$ cat src/rtl/program_mem_arbiter_pkg.sv
// Shared types for the program-memory arbiter.
// The package is named "common" because other blocks share the arbiter state type.
package common;

    typedef enum logic [1:0] {
        RUN   = 2'd0,
        DRAIN = 2'd1,
        LOAD  = 2'd2,
        FLUSH = 2'd3
    } arbiter_state_type;

endpackage

$ cat src/rtl/program_mem_arbiter_loader_checksum.sv
// Running modulo-2^32 sum of the words accepted during one load session.
// The sum is cleared when a session starts. Between sessions no words are accepted,
// so the sum stays at its final value after done.
module loader_checksum (
    input  logic        clk,
    input  logic        reset_n,
    input  logic        clear_i,
    input  logic        accept_i,
    input  logic [31:0] word_i,
    output logic [31:0] sum_o
);

    logic [31:0] sum_q;
    logic [31:0] sum_d;

    // Next sum: a session start clears the sum; an accepted word adds to it.
    always_comb begin
        sum_d = sum_q;
        if (clear_i) begin
            sum_d = '0;
        end else if (accept_i) begin
            sum_d = sum_q + word_i;
        end
    end

    // Accumulator register; cleared by reset.
    always_ff @(posedge clk) begin
        if (!reset_n) begin
            sum_q <= '0;
        end else begin
            sum_q <= sum_d;
        end
    end

    assign sum_o = sum_q;

endmodule

$ cat src/rtl/program_mem_arbiter.sv
// Program-memory arbiter.
// In normal operation, the fetch stage owns the program memory.
// A load session moves through these states:
//   1. It stalls the CPU for DRAIN_CYCLES cycles.
//   2. It streams load_length words into memory starting at address 0.
//   3. It pulses cpu_flush for one cycle.
//   4. It returns to RUN and pulses done.
// Optional feature: define LOADER_CHECKSUM_EN to compute a sum of the loaded words.
// Without that macro, checksum is tied to 0.
module program_mem_arbiter
    import common::*;
#(
    parameter int ADDR_WIDTH   = 8,
    parameter int DRAIN_CYCLES = 4
) (
    input  logic                  clk,
    input  logic                  reset_n,
    input  logic [ADDR_WIDTH-1:0] fetch_address,
    output logic [31:0]           fetch_data,
    input  logic                  load_start,
    input  logic [ADDR_WIDTH-2:0] load_length,
    input  logic                  load_valid,
    output logic                  load_ready,
    input  logic [31:0]           load_data,
    output logic [ADDR_WIDTH-1:0] mem_address,
    output logic                  mem_write_enable,
    output logic [31:0]           mem_write_data,
    input  logic [31:0]           mem_read_data,
    output logic                  cpu_stall,
    output logic                  cpu_flush,
    output logic                  busy,
    output logic                  done,
    output logic [31:0]           checksum
);

    // Lengths and pointers are one bit wider than a word index.
    // This lets them hold the full count 2^(ADDR_WIDTH-2).
    localparam int LEN_W = ADDR_WIDTH - 1;
    localparam int IDX_W = ADDR_WIDTH - 2;
    localparam logic [LEN_W-1:0] MAX_LEN = LEN_W'(1 << IDX_W);
    localparam logic [LEN_W-1:0] LEN_ONE = LEN_W'(1);
    localparam int DRN_W = (DRAIN_CYCLES > 1) ? $clog2(DRAIN_CYCLES) : 1;
    localparam logic [DRN_W-1:0] DRAIN_LAST = DRN_W'(DRAIN_CYCLES - 1);
    localparam logic [DRN_W-1:0] DRN_ONE = DRN_W'(1);

    arbiter_state_type state_q, state_d;
    logic [LEN_W-1:0]  length_q, length_d;
    logic [LEN_W-1:0]  ptr_q, ptr_d;
    logic [DRN_W-1:0]  drain_q, drain_d;
    logic              done_q, done_d;

    logic start_accept;
    logic word_accept;
    logic last_word;

    function automatic logic [LEN_W-1:0] clamp_length(input logic [LEN_W-1:0] len);
        return (len > MAX_LEN) ? MAX_LEN : len;
    endfunction

    assign start_accept = (state_q == RUN) && load_start && (load_length != '0);
    assign word_accept  = (state_q == LOAD) && load_valid;
    assign last_word    = word_accept && (ptr_q == (length_q - LEN_ONE));

    // State register: reset always returns to RUN, which aborts any session without a flush.
    always_ff @(posedge clk) begin
        if (!reset_n) begin
            state_q <= RUN;
        end else begin
            state_q <= state_d;
        end
    end

    // Next-state logic for the load session sequence.
    always_comb begin
        state_d = state_q;
        case (state_q)
            RUN:     if (start_accept) state_d = DRAIN;
            DRAIN:   if (drain_q == DRAIN_LAST) state_d = LOAD;
            LOAD:    if (last_word) state_d = FLUSH;
            FLUSH:   state_d = RUN;
            default: state_d = RUN;
        endcase
    end

    // Counter and flag next values: latch the length, count the drain cycles, advance the word pointer.
    always_comb begin
        length_d = length_q;
        ptr_d    = ptr_q;
        drain_d  = drain_q;
        done_d   = (state_q == FLUSH);
        case (state_q)
            RUN: begin
                if (start_accept) begin
                    length_d = clamp_length(load_length);
                    ptr_d    = '0;
                    drain_d  = '0;
                end
            end
            DRAIN:   drain_d = drain_q + DRN_ONE;
            LOAD:    if (word_accept) ptr_d = ptr_q + LEN_ONE;
            default: ;
        endcase
    end

    // Counter and flag registers.
    always_ff @(posedge clk) begin
        if (!reset_n) begin
            length_q <= '0;
            ptr_q    <= '0;
            drain_q  <= '0;
            done_q   <= 1'b0;
        end else begin
            length_q <= length_d;
            ptr_q    <= ptr_d;
            drain_q  <= drain_d;
            done_q   <= done_d;
        end
    end

    // Output decode from the state register.
    // Everything is held inactive while reset_n is low, so a reset mid-load cannot write a word.
    always_comb begin
        mem_address      = fetch_address;
        mem_write_enable = 1'b0;
        cpu_stall        = 1'b0;
        cpu_flush        = 1'b0;
        load_ready       = 1'b0;
        busy             = 1'b0;
        if (reset_n) begin
            case (state_q)
                DRAIN: begin
                    cpu_stall = 1'b1;
                    busy      = 1'b1;
                end
                LOAD: begin
                    cpu_stall        = 1'b1;
                    busy             = 1'b1;
                    load_ready       = 1'b1;
                    mem_address      = {ptr_q[IDX_W-1:0], 2'b00};
                    mem_write_enable = load_valid;
                end
                FLUSH: begin
                    cpu_stall = 1'b1;
                    cpu_flush = 1'b1;
                    busy      = 1'b1;
                end
                default: ;
            endcase
        end
    end

    assign mem_write_data = load_data;
    assign fetch_data     = mem_read_data;
    assign done           = done_q;

`ifdef LOADER_CHECKSUM_EN
    loader_checksum u_checksum (
        .clk      (clk),
        .reset_n  (reset_n),
        .clear_i  (start_accept),
        .accept_i (word_accept),
        .word_i   (load_data),
        .sum_o    (checksum)
    );
`else
    assign checksum = '0;
`endif

endmodule
$ cat config.mk
export PLATFORM = sky130hd
export DESIGN_NAME = program_mem_arbiter
export DESIGN_NICKNAME = d
export VERILOG_FILES = /design/src/rtl/program_mem_arbiter_pkg.sv /design/src/rtl/program_mem_arbiter_loader_checksum.sv /design/src/rtl/program_mem_arbiter.sv
export SDC_FILE = /design/constraint.sdc
export NUM_CORES = 1
export LEC_CHECK = 0
export BUFFER_PORTS_ARGS = -buffer_cell sky130_fd_sc_hd__buf_4
export CORE_MARGIN = 2
export CORE_UTILIZATION = 34
export DETAILED_ROUTE_END_ITERATION = 12
export GPL_ROUTABILITY_DRIVEN = 0
export PLACE_DENSITY = 0.78
export RECOVER_POWER = 100
export SYNTH_ARGS = -nofsm -noshare
export SYNTH_HDL_FRONTEND = slang
export SYNTH_HIERARCHICAL = 1
export SYNTH_SLANG_ARGS = --single-unit
$ cat constraint.sdc
create_clock -name clk -period 2.23 [get_ports clk]
set_clock_uncertainty 0.2 [all_clocks]
set_input_delay 0.1115 -clock clk [delete_from_list [all_inputs] [get_ports clk]]
set_output_delay 0.1115 -clock clk [all_outputs]
set_load 0.005 [all_outputs]
Word level (Yosys, flattened, before mapping). Cells that the tools add are included.

Logic and storage cells: 51. Flip-flop bits (word level): 19.

Eq/ne operators: 9. $add $sub $neg: 3. Mux-type cells: 20. Reduce and logical (&&, ||, !) cells: 13. Magnitude comparators: 1.

Operators by type and width (count): $mux 7 (3); $mux 8 (2); $pmux 7 s2 (1); $mux 1 (8); $mux 2 (4); $ne 2x2->1 const B (4); $pmux 2 s4 (1); $add 7x1->7 const B (1); $eq 7x7->1 (1); $gt 7x7->1 const B (1); $reduce_bool 7->1 (1); $sub 7x1->7 const B (1); $eq 2x2->1 const B (3); $reduce_and 3->1 (2); $logic_and 1x1->1 (4); $pmux 2 s2 (1); $reduce_and 2->1 (2); $reduce_bool 2->1 (2); $reduce_or 3->1 (1); $add 2x1->2 const B (1); $eq 2x1->1 const B (1); $logic_not 2->1 (1).

Longest topological paths before layout.
Word-level depth: 5. Mapped depth: 7. Depth with buffers taken out: 7.

Worst setup path before layout. Ideal clock, no wire load.

Kind: register to register. Start: register state_q[0]. End: register ptr_q[6]. Data arrival time: 1.944 ns. Slack: 0.014 ns. Cell stages (with the launch flop): 8. Library setup time: 0.072 ns. Data required time: 1.958 ns. Cells stage by stage: dfxtp_1 > inv_1 > ha_1 > clkbuf_1 > mux2i_1 > a21oi_1 > or4b_2 > a21oi_1.

Longest elaborated chain between the ends: 5. Elaborated cells on any way between the ends: 10. Those cells by class: 3 x eq/ne; 1 x mux; 6 x reduce/logical.

RTL lines: start: declaration (RTL line program_mem_arbiter.sv:46) `arbiter_state_type state_q, state_d;`; start signal: assignment (RTL line program_mem_arbiter.sv:69) `state_q <= state_d;`; $logic_not 2->1 (RTL line program_mem_arbiter.sv:60, program_mem_arbiter.sv:91); $logic_and 1x1->1 (2 in a row) (RTL line program_mem_arbiter.sv:60) `assign start_accept = (state_q == RUN) && load_start && (load_length != '0);`; $ne 2x2->1 (no source line); $reduce_and 3->1 (no source line); end signal: assignment (RTL line program_mem_arbiter.sv:114) `ptr_q <= ptr_d;`; end: declaration (RTL line program_mem_arbiter.sv:48) `logic [LEN_W-1:0] ptr_q, ptr_d;`.

Several ways; a longest one is shown, not always the timed one. A chain may end at the register's enable or synchronous reset.

Worst setup path in the final report.
Start: input load_length[5]. End: register state_q[1].

Longest elaborated chain between the ends: 4.

RTL lines: start: declaration (RTL line program_mem_arbiter.sv:21) `input logic [ADDR_WIDTH-2:0] load_length,`; $reduce_bool 7->1 (RTL line program_mem_arbiter.sv:60); $logic_and 1x1->1 (RTL line program_mem_arbiter.sv:60); $ne 2x2->1 (no source line); $reduce_and 3->1 (no source line).

Every way passes these cells.

==> metrics.md <==
| Metric | Value |
|---|---|
| Status | `complete, no violations` |
| Crit path kind | `in -> reg` |
| Distinct cells, synth | `39` |
| Routed len/inst | `13.20 um` |
| Critical path's most frequent cell | `buf_4` |
| Vias post-DR | `roughly 1400` |
| # clock sinks | `19` |
| Syn_area_per_cell | `just over 8 sq um` |
| Max-slew headroom | `between 60% and 70%` |
| P per Cell Area | `761.9 nW/um^2` |
| Cell count after synthesis | `~250` |
| Core area | `between 5000 and 6000 sq um` |
| CP Cell Sequence | `dlygate4sd3_1 > buf_4 > or4_4 > o21ai_1 > buf_4 > a21oi_1 > a41oi_2 > mux2i_1` |
| WP data arrival | `2.12 ns` |
| Tot GR Track Use | `roughly an eighth` |
| Tmin final | `between 2 and 2.5 ns` |
| Die X | `80.78 um` |
| Final TNS setup | `0 ns` |
| Register area | `380.4 sq um` |
| Final cycle utilization of the critical path | `95.26%` |
| Critical Path RT | `approximately 2.2 ns` |
| Asr flop ratio synth | `0%` |
| Final ANT Viol Nets | `0` |
| Post-DP Area | `between 1500 and 2000 sq um` |
| DIE HEIGHT | `between 80 and 90 um` |
| Diode count | `0` |
| Max_cap viols | `0` |
| Area growth from synthesis to layout | `-4.058%` |
| Clock latency on the worst-skew pair | `between 0.2 and 0.3 ns` |
| Delay-heaviest family, CP | `buffers and inverters` |
| DRT Pass-1 Iters | `4` |
| Worst slew pin tran | `roughly 0.54 ns` |
| I/O pin cnt | `roughly 190` |
| Final setup viols | `0` |
| Cell leakage power | `roughly 0.8 nW` |
| WP buf/inv | `3` |
| Clk buf depth | `2` |
| Grt total ovfl | `0` |
| Largest net degree at the start of global routing | `21` |
| First-pass GRT wire length | `5940 um` |
| Total wire length | `between 3000 and 4000 um` |
| Clock transition at path regs | `0.07 ns` |
| DRC | `0` |
| CP startpoint kind | `primary input` |
| Max incr delay on CP | `around 0.54 ns` |
| Final Hold Viols | `0` |
| Die area | `6525 sq um` |
| Via/cell ratio | `roughly 4.5` |
| Initial Util | `a little over a third` |
| VDD IR max | `0.0003688 V` |
| Port bufs | `32` |
| Slowest cell on the critical path | `dlygate4sd3_1` |
| Layout cells sized above 1 | `25.88%` |
| CP Max Fanout | `8` |
| Iteration-0 DRC Markers | `47` |
| Register area share after synthesis | `a little under a fifth` |
| Area of the multi-input gates | `1003 sq um` |
| Site row count | `27` |
| Vias in the first global route | `between 1000 and 1500` |
| Fin. max-slew vios | `0` |
| Nets | `320` |
| # fillers | `roughly 600` |
| Achievable frequency | `roughly 470 MHz` |
| Syn Std Cell Area | `2004 sq um` |
| Clk root buf | `clkbuf_8` |
| Worst hold path class | `in -> reg` |
| Fin area | `1923 sq um` |
| Initial antenna violation count | `0` |
| Max H-tree Level | `1` |
| Num CTS Buffers | `3` |
| Post-synth EDFFs | `0` |
| Post-synth top flop | `dfxtp_1` |
| Final Core Density | `~34%` |
| Synth Register Bits | `19` |
| CP endpoint kind | `register` |
| CTS tree | `done` |
| Yosys warnings | `6` |
| Dpl hpwl | `~3100 um` |
==> Yosys cell counts, types with 4 or more instances <==
master | number | area, sq um
dfxtp_1 | 19 | 380.4
buf_4 | 97 | 728.2
nand3_1 | 5 | 25.02
nor3b_1 | 4 | 30.03
a21boi_0 | 5 | 37.54
xnor2_1 | 10 | 87.58
mux2i_1 | 4 | 40.04
and2_1 | 5 | 31.28
nor2b_1 | 8 | 50.05
mux2_2 | 5 | 56.30
clkbuf_1 | 5 | 18.77
o21ai_0 | 4 | 20.02
a21oi_1 | 7 | 35.03
nor2_1 | 7 | 26.28
inv_1 | 7 | 26.28
ha_1 | 8 | 100.1
nand2_1 | 10 | 37.54
==> timing repair <==
item / in CTS / in global routing
hold buffers: 6 / 0
buffers inserted: 0 / 1
endpoints found under the setup margin: 5 / 11
pin swaps: 0 / 3
hold endpoints to repair: 5 / 0
gates resized for setup: 1 / 9
==> per-stage QoR <==
stage	hold slack [ns]	cells	total power [W]	setup WS [ns]
6_report	0.01022	300	0.001465	0.1057
5_1_grt	0.01756	300	0.001588	-0.01159
3_3_place_gp	0.02303	289	0.001150	0.05000
3_5_place_dp	0.02303	289	0.001178	0.03392
4_1_cts	0.001559	299	0.001443	0.02510
2_1_floorplan	0.06761	277	0.001034	0.01354
==> worst reg2reg max path, stage by stage, from the launching register on <==
cell       delay [ns]
dfxtp_1          0.31
or4_1            0.53
or3_4            0.35
a2111oi_4        0.30
a41oi_2          0.18
mux2i_1          0.14
==> final timing paths <==
| path | from | end | slack, ns | cells after the start |
|---|---|---|---|---|
| setup / recovery | load_length[5] | state_q[1]$_SDFFE_PN0P_ | 0.11 | 8 |
| hold / removal | load_start | length_q[0]$_SDFFE_PN0P_ | 0.01 | 3 |
| setup reg to reg | length_q[0]$_SDFFE_PN0P_ | state_q[1]$_SDFFE_PN0P_ | 0.11 | 5 |
| hold reg to reg | drain_q[1]$_SDFFE_PN0P_ | drain_q[1]$_SDFFE_PN0P_ | 0.29 | 2 |
==> metal layers <==
| layer | track usage [%] | part of all wire, % | vias up |
|---|---|---|---|
| li1 | - | - | 656 |
| met1 | 12.80 | 36 | 634 |
| met2 | 21.08 | 52 | 56 |
| met3 | 3.111 | 8.2 | 17 |
| met4 | 5.763 | 3.1 | 0 |
| met5 | 0 | 0 | - |
==> sequential cells by signal, summed over array words and instances (netlist names) <==
register  count
done          1
drain_q       2
length_q      7
ptr_q         7
state_q       2
==> cell type report <==
cell class,instances,share of cell area (%)
Clock buffer,4,2.342
Inverter,7,1.366
Multi-Input combinational cell,148,52.18
Sequential cell,19,19.78
Tap cell,72,4.684
Timing Repair Buffer,50,19.65
==> cell usage in the layout, fill, tap and decap left out, types with 5 or more instances in the layout <==
cell type,count
clkbuf_4,6
xnor2_1,10
buf_4,34
nand3_1,5
dfxtp_1,19
nor2_1,7
a21oi_1,7
nor2b_1,8
inv_1,7
conb_1,32
mux2_2,5
ha_1,7
nand2_1,9
dlygate4sd3_1,6
a21boi_0,5
==> where the power goes <==
part           internal [W]  total [W]  switching, W
Clock              0.000127   0.000240      0.000112
Combinational      0.000378   0.000802      0.000423
Sequential         0.000384   0.000424     0.0000396
==> logic make-up after synthesis <==
group | count (synthesis) | share of synthesized area (%)
buffers and inverters | 110 | 38.76
and+or+nand+nor | 56 | 16.04
AOI/OAI and AO/OA | 30 | 10.55
DFF | 19 | 18.98
xor gates and xnor gates | 13 | 5.680
muxes | 9 | 4.806
adders and majority gates | 8 | 4.994
other | 1 | 0.1871
No activity file was read; power rests on OpenSTA's default activity.
